`config.mk`:
```
export PLATFORM = sky130hd
export DESIGN_NAME = uart_cmd_rx
export DESIGN_NICKNAME = d
export VERILOG_FILES = /design/src/rtl/uart_cmd_rx.sv
export SDC_FILE = /design/constraint.sdc
export NUM_CORES = 1
export LEC_CHECK = 0
export ABC_AREA = 1
export CAP_MARGIN = 20
export CORE_UTILIZATION = 52
export CTS_CLUSTER_SIZE = 16
export DETAILED_ROUTE_END_ITERATION = 10
export PLACE_DENSITY = 0.76
export SLEW_MARGIN = 40
export SYNTH_ARGS = -nofsm -noshare
export SYNTH_HDL_FRONTEND = slang
export SYNTH_SLANG_ARGS = --single-unit
```
`constraint.sdc`:
```
create_clock -name clk -period 1.6 [get_ports clk]
set_input_delay 0.16 -clock clk [delete_from_list [all_inputs] [get_ports clk]]
set_output_delay 0.16 -clock clk [all_outputs]
set_load 0.03 [all_outputs]
```
`src/rtl/uart_cmd_rx.sv`:
```
// UART 8N1 receiver with a checksummed 5-byte command-frame parser.
// Emits one-cycle register-write strobes (address + 16-bit data) for runtime control.
module uart_cmd_rx #(
    parameter int DIV     = 12,
    parameter int TIMEOUT = 4096
) (
    input  logic        clk,
    input  logic        rst,
    input  logic        rx_i,
    output logic        byte_valid,
    output logic [7:0]  byte_data,
    output logic        wr_valid,
    output logic [7:0]  wr_addr,
    output logic [15:0] wr_data,
    output logic        frame_err,
    output logic        cksum_err
);
    localparam int HALF = DIV / 2;
    localparam int CW   = $clog2(DIV);
    localparam int TW   = $clog2(TIMEOUT + 1);

    localparam logic [2:0] S_IDLE  = 3'd0;
    localparam logic [2:0] S_START = 3'd1;
    localparam logic [2:0] S_DATA  = 3'd2;
    localparam logic [2:0] S_STOP  = 3'd3;
    localparam logic [2:0] S_BREAK = 3'd4;

    localparam logic [2:0] P_SYNC = 3'd0;
    localparam logic [2:0] P_ADDR = 3'd1;
    localparam logic [2:0] P_DHI  = 3'd2;
    localparam logic [2:0] P_DLO  = 3'd3;
    localparam logic [2:0] P_CK   = 3'd4;

    logic          r_sync1, r_sync2;
    logic          w_rx_s;
    logic [2:0]    r_state;
    logic [CW-1:0] r_cnt;
    logic [2:0]    r_bit;
    logic [7:0]    r_shift;
    logic          r_byte_valid;
    logic [7:0]    r_byte_data;
    logic          r_frame_err;

    logic [2:0]    r_pstate;
    logic [TW-1:0] r_to_cnt;
    logic [7:0]    r_st_addr;
    logic [15:0]   r_st_data;
    logic          r_wr_valid;
    logic [7:0]    r_wr_addr;
    logic [15:0]   r_wr_data;
    logic          r_cksum_err;
    logic [7:0]    w_cksum;

    assign w_rx_s  = r_sync2;
    assign w_cksum = r_st_addr ^ r_st_data[15:8] ^ r_st_data[7:0];

    assign byte_valid = r_byte_valid;
    assign byte_data  = r_byte_data;
    assign frame_err  = r_frame_err;
    assign wr_valid   = r_wr_valid;
    assign wr_addr    = r_wr_addr;
    assign wr_data    = r_wr_data;
    assign cksum_err  = r_cksum_err;

    // Bit FSM: r_cnt counts cycles since the last sample point.
    always_ff @(posedge clk) begin
        if (rst) begin
            r_sync1      <= 1'b1;
            r_sync2      <= 1'b1;
            r_state      <= S_IDLE;
            r_cnt        <= '0;
            r_bit        <= '0;
            r_shift      <= '0;
            r_byte_valid <= 1'b0;
            r_byte_data  <= '0;
            r_frame_err  <= 1'b0;
        end else begin
            r_sync1      <= rx_i;
            r_sync2      <= r_sync1;
            r_byte_valid <= 1'b0;
            r_frame_err  <= 1'b0;
            case (r_state)
                S_IDLE: begin
                    if (!w_rx_s) begin
                        r_state <= S_START;
                        r_cnt   <= '0;
                    end
                end
                S_START: begin
                    if (r_cnt == CW'(HALF - 1)) begin
                        r_cnt   <= '0;
                        r_bit   <= '0;
                        r_state <= w_rx_s ? S_IDLE : S_DATA;
                    end else begin
                        r_cnt <= r_cnt + 1'b1;
                    end
                end
                S_DATA: begin
                    if (r_cnt == CW'(DIV - 1)) begin
                        r_cnt   <= '0;
                        r_shift <= {w_rx_s, r_shift[7:1]};
                        r_bit   <= r_bit + 1'b1;
                        if (r_bit == 3'd7) begin
                            r_state <= S_STOP;
                        end
                    end else begin
                        r_cnt <= r_cnt + 1'b1;
                    end
                end
                S_STOP: begin
                    if (r_cnt == CW'(DIV - 1)) begin
                        r_cnt <= '0;
                        if (w_rx_s) begin
                            r_byte_valid <= 1'b1;
                            r_byte_data  <= r_shift;
                            r_state      <= S_IDLE;
                        end else begin
                            r_frame_err <= 1'b1;
                            r_state     <= S_BREAK;
                        end
                    end else begin
                        r_cnt <= r_cnt + 1'b1;
                    end
                end
                S_BREAK: begin
                    if (w_rx_s) begin
                        r_state <= S_IDLE;
                    end
                end
                default: r_state <= S_IDLE;
            endcase
        end
    end

    // Frame parser; byte_data is already updated in the byte_valid cycle.
    always_ff @(posedge clk) begin
        if (rst) begin
            r_pstate    <= P_SYNC;
            r_to_cnt    <= '0;
            r_st_addr   <= '0;
            r_st_data   <= '0;
            r_wr_valid  <= 1'b0;
            r_wr_addr   <= '0;
            r_wr_data   <= '0;
            r_cksum_err <= 1'b0;
        end else begin
            r_wr_valid  <= 1'b0;
            r_cksum_err <= 1'b0;

            if (r_byte_valid || r_pstate == P_SYNC) begin
                r_to_cnt <= '0;
            end else if (r_to_cnt != TW'(TIMEOUT)) begin
                r_to_cnt <= r_to_cnt + 1'b1;
            end

            if (r_frame_err) begin
                r_pstate <= P_SYNC;
            end else if (r_byte_valid) begin
                case (r_pstate)
                    P_SYNC: begin
                        if (r_byte_data == 8'hA5) begin
                            r_pstate <= P_ADDR;
                        end
                    end
                    P_ADDR: begin
                        r_st_addr <= r_byte_data;
                        r_pstate  <= P_DHI;
                    end
                    P_DHI: begin
                        r_st_data[15:8] <= r_byte_data;
                        r_pstate        <= P_DLO;
                    end
                    P_DLO: begin
                        r_st_data[7:0] <= r_byte_data;
                        r_pstate       <= P_CK;
                    end
                    P_CK: begin
                        if (r_byte_data == w_cksum) begin
                            r_wr_valid <= 1'b1;
                            r_wr_addr  <= r_st_addr;
                            r_wr_data  <= r_st_data;
                        end else begin
                            r_cksum_err <= 1'b1;
                        end
                        r_pstate <= P_SYNC;
                    end
                    default: r_pstate <= P_SYNC;
                endcase
            end else if (r_pstate != P_SYNC && r_to_cnt == TW'(TIMEOUT)) begin
                r_pstate <= P_SYNC;
            end
        end
    end
endmodule

```
# --- Word-level counts from Yosys, hierarchy flattened ---
# Cells that the tools add are included.
word_totals:
  wordCells: 97
  output_inout_bits: 36
  reg_bits: 96
  input_bits: 3
op_classes:
  addsub: 3
  n_bitwise: 7
  n_reduce_logical: 23
  n_eq_ne: 22
  muxes: 24
op_table:
  columns: ["op", "n"]
  rows:
  - ["$mux W3", 12]
  - ["$xor A8 B8 Y8", 2]
  - ["$pmux W3 S5", 1]
  - ["$reduce_and A3 Y1", 5]
  - ["$add A13 B1 Y13 const B", 1]
  - ["$eq A13 B13 Y1 const B", 1]
  - ["$ne A13 B13 Y1 const B", 1]
  - ["$eq A3 B2 Y1 const B", 4]
  - ["$mux W4", 3]
  - ["$ne A2 B2 Y1 const B", 6]
  - ["$pmux W3 S4", 1]
  - ["$pmux W4 S3", 1]
  - ["$eq A3 B3 Y1 const B", 3]
  - ["$eq A8 B8 Y1", 1]
  - ["$eq A8 B8 Y1 const B", 1]
  - ["$eq A3 B1 Y1 const B", 2]
  - ["$logic_not A3 Y1", 2]
  - ["$pmux W3 S2", 1]
  - ["$reduce_and A2 Y1", 3]
  - ["$reduce_and A6 Y1", 1]
  - ["$reduce_bool A3 Y1", 2]
  - ["$reduce_or A2 Y1", 3]
  - ["$not A1 Y1", 5]
  - ["$add A4 B1 Y4 const B", 1]
  - ["12 further kinds", 16]

# --- Logic depth before layout (Yosys ltp) ---
logic_depth:
  depth_word: 4
  depth_mapped: 13
  depth_no_buf: 12

# --- Least setup slack after synthesis ---
# Ideal clock, no wire load.
synth_timing:
  path_type: "register to register"
  from: "register r_byte_data[5], in the netlist byte_data[5]"
  to: "register r_wr_data[10], in the netlist wr_data[10]"
  synth_period_minus_slack_ns: 1.662
  path_stages_with_launch: 13
  setup_time_ns: 0.110
  arrival_time_ns: 1.552
  required_ns: 1.490
  slack_ns: -0.062
  path_buffers: 1
  path_cell_list: "dfxtp_1 -> inv_1 -> nand2_1 -> nand2_1 -> nand2_1 -> nand2_1 -> clkinv_1 -> nand2_1 -> nor2_4 -> buf_2 -> nand4_1 -> nand2_1 -> nor2_1"
synth_via:
  elab_chain_cells: 2
synth_lines:
  columns: ["element", "line", "text"]
  rows:
  - ["start, declared", "41", "logic [7:0] r_byte_data;"]
  - ["start signal, assigned", "115", "r_byte_data <= r_shift;"]
  - ["$eq A8 B8 Y1", "178", "if (r_byte_data == w_cksum) begin"]
  - ["$reduce_and A4 Y1 (no source line)", null, null]
  - ["end signal, assigned", "181", "r_wr_data <= r_st_data;"]
  - ["end, declared", "50", "logic [15:0] r_wr_data;"]
# Every way passes these cells.
# A chain may end at the register's enable or synchronous reset.

# --- Worst setup path in the final report ---
layout_timing:
  from: "register r_byte_data[1], in the netlist byte_data[1]"
  to: "register r_wr_addr[5], in the netlist wr_addr[5]"
layout_via:
  elab_chain_cells: 2
layout_lines:
  columns: ["element", "line", "text"]
  rows:
  - ["$eq A8 B8 Y1", "178", null]
  - ["$reduce_and A4 Y1 (no source line)", null, null]
  - ["end signal, assigned", "180", "r_wr_addr <= r_st_addr;"]
  - ["end, declared", "49", "logic [7:0] r_wr_addr;"]
# Every way passes these cells.

==> results.cfg <==
[synth]
post_synth_fa_ha_maj_area_fraction_pct = 1.68
synth.area.top_cells = sky130_fd_sc_hd__dfxtp_1, sky130_fd_sc_hd__nand2_1, sky130_fd_sc_hd__inv_1, sky130_fd_sc_hd__nor2_1, sky130_fd_sc_hd__a21oi_1
synth_area_per_cell_sq_um = 6.83
post_synth_and_or_nand_nor_area_fraction_pct = 28.3
syn_nets = 663
synth.cell_area_sq_um = 4470
synth-compound-area-share_pct = 13.4
fraction_of_synthesized_area_in_multiplexers_pct = 0
synth_flop_cell = sky130_fd_sc_hd__dfxtp_1
yosys.area.top_type_share_pct = 43.0
synth_area_leader_cell = sky130_fd_sc_hd__dfxtp_1
synth-seq-cells = 96
post_synth_xor_area_fraction_pct = 1.18
synth_top_family_by_area = simple AND/OR/NAND/NOR gates
synthArstFlopShare_pct = 0
sequential_element_share_of_the_synthesized_area_pct = 43.0
synth_enable_flop_cells = 0
ys_top_cells_by_count = sky130_fd_sc_hd__nand2_1, sky130_fd_sc_hd__inv_1, sky130_fd_sc_hd__dfxtp_1
number_of_warnings_issued_by_yosys = 0
synth_most_common_cell = sky130_fd_sc_hd__nand2_1
netlist_instances = 654
synth.lib_cells_used.distinct = 32

[layout]
final_core_utilization_pct = 68.6
syn_to_final_growth_pct = 26.8
final-seq-area_sq_um = 1940
fin_nets = 738
post_route_cells_drive_above_1_share_pct = 18.3
multi_input_comb_area_sq_um = 2140
antennaDiodeCount = 0
filler_cell_count = 688

[clocking]
cts_buffer_depth = 2
cts_num_sinks = 96
cts-buffers-inserted = 9
root_buffer = sky130_fd_sc_hd__clkbuf_8
cts-hold-fix-buffers = 0
tritoncts = built
cts_htree_levels = 3
clock_slew_seen_by_the_registers_of_the_worst_setup_and_hold_paths_ns = 0.09
clock_latency_ns = 0.37

[critical_path]
reg2reg_from = byte_data[1]
worst_ep_arrival_time_ns = 1.90
setup.worst_path.end_class = flop
cp-start-kind = flop
critical_path_peak_fanout = 7
critPathKind = reg2reg
r2r_slack_ns = -0.02
cp.required_ns = 1.88
reg2reg_to = wr_addr[5]
ff2ff_path_depth = 13

[outcome]
failing_checks = negative setup slack
run_status = finished with violations

[placement]
portBuffers = 38
globalplace.congestion = 0.822
dpl.hpwl_um = 7120
post-place-ws_ns = -0.137

[global_routing]
grt_pass1_wl_um = 16900
largest_net_degree_at_the_start_of_global_routing = 72
grt_util_all_layers_pct = 24.4
first_global_vias = 3823
grt_antenna_before_repair = 0
globalRouteOverflowTotal = 0

[min_path]
worst_hold_path_type = in2reg
min_to = r_sync1
hold_start = rx_i
worstHoldPathCells = 2

[timing]
setup_viol = 2
clock.fmax_mhz = 616
tightest_slew_ns = 0.376
timing.setup.tns_ns = -0.0326
timing.final.crit_period_ns = 1.62
report.final.hold_viol_count = 0
final-max-slew-violation-count = 0
worst_slack_ns = -0.0222
clock_skew_ns = 0.00855
timing.max_slew.rel_slack_pct = 74.7
fin_crit_sh_pct = 101
hold_slack_ns = 0.344
grt_setup_unrepaired = yes

[floorplanning]
fp.dieW_um = 94.7
area_of_the_die_sq_um = 8970
core-area_sq_um = 8260
initial_core_util_pct = 54.1
fp.dieH_um = 94.7
placementRows = 33
floorplan.io_pins = 39

[pwr]
report.power.total_mw = 4.61
power_leakage_nw = 2.58
ir_drop_v = 0.000711
pwr_density_cell_nw_per_um2 = 813

[detailed_routing]
drt.antenna.violating_nets = 0
vias_per_cell = 5.18
finalWirelength_um = 11100
drt_pass1_iterations = 5
wl_per_cell_um = 13.2
drt-initial-drc-count = 274
vias = 4343
drc = 0

[job]
cap_viol_max_count = 0
per-layer routing:
layer | global-route usage [%] | vias to the layer above | share of wire [%]
met1 | 30.3 | 1976 | 44
li1 | - | 2220 | -
met3 | 4.43 | 16 | 5.1
met5 | 0 | - | 0
met2 | 41.9 | 131 | 49
met4 | 9.22 | 0 | 1.7
layout by cell type, fill, tap and decap left out, types with 14 or more instances in the layout:
cell type and n:
sky130_fd_sc_hd__a21oi_1 52, sky130_fd_sc_hd__buf_4 35, sky130_fd_sc_hd__clkdlybuf4s50_1 26, sky130_fd_sc_hd__dfxtp_1 81, sky130_fd_sc_hd__dfxtp_2 14, sky130_fd_sc_hd__inv_1 102, sky130_fd_sc_hd__inv_2 15, sky130_fd_sc_hd__nand2_1 132
sky130_fd_sc_hd__nand2_2 16, sky130_fd_sc_hd__nand3_1 21, sky130_fd_sc_hd__nand4_1 26, sky130_fd_sc_hd__nor2_1 60, sky130_fd_sc_hd__o21ai_0 52
logic make-up after synthesis:
kind of cell,count (synthesis)
AOI/OAI and AO/OA,115
xor gates and xnor gates,6
adders and majority gates,6
buffers and inverters,141
DFF,96
and+or+nand+nor,290
critical path: stages, from the launching register on:
cell and delay, ns:
sky130_fd_sc_hd__dfxtp_4 0.40, sky130_fd_sc_hd__inv_4 0.05, sky130_fd_sc_hd__nand2_2 0.05, sky130_fd_sc_hd__nand2_2 0.05, sky130_fd_sc_hd__nand2_1 0.05, sky130_fd_sc_hd__inv_1 0.05, sky130_fd_sc_hd__nor2_2 0.08, sky130_fd_sc_hd__nand2_2 0.10
sky130_fd_sc_hd__nor2_8 0.13, sky130_fd_sc_hd__buf_12 0.15, sky130_fd_sc_hd__buf_12 0.11, sky130_fd_sc_hd__nand4_1 0.15, sky130_fd_sc_hd__nand2_1 0.10, sky130_fd_sc_hd__nor2_1 0.04
through the flow:
step / cells / cell area, sq um
after floorplan: 654 / 4480
after global placement: 806 / 5130
after detailed placement: 806 / 5130
after CTS: 824 / 5370
after global routing: 838 / 5670
final: 838 / 5670
flip-flops by register name (all words and copies together) (netlist names), 3 cells and up:
signal     cells
byte_data      8
r_bit          3
r_cnt          4
r_pstate       3
r_shift        8
r_st_addr      8
r_st_data     16
r_state        3
r_to_cnt      13
wr_addr        8
wr_data       16
power by group:
part / leakage (nW) / internal [mW] / switching (mW)
clock: 0.0925 / 0.756 / 0.820
sequential: 0.782 / 2.44 / 0.0564
combinational: 1.71 / 0.201 / 0.332
how the worst max path moves through the flow:
stage | startpoint | endpoint | cells past startpoint
finish | byte_data[1] | wr_addr[5] | 13
global route | byte_data[1] | wr_data[1] | 13
CTS | r_st_data[7] | wr_addr[1] | 11
detailed placement | r_cnt[0] | byte_data[5] | 8
global placement | r_cnt[0] | byte_data[4] | 8
floorplan | byte_data[6] | wr_data[10] | 10
timing repair:
action	in CTS	in global routing
setup endpoints to repair	39	39
resized for setup	17	56
cloned	1	5
setup buffers	2	9
pin swaps	0	28
final cells by class:
type | count | area share [%]
Clock inverter | 3 | 0.751
Timing Repair Buffer | 82 | 14.4
Multi-Input combinational cell | 420 | 37.7
Tap cell | 105 | 2.32
Inverter | 120 | 7.99
Sequential cell | 96 | 34.3
Clock buffer | 12 | 2.56
Power figures use the tool's default switching activity.
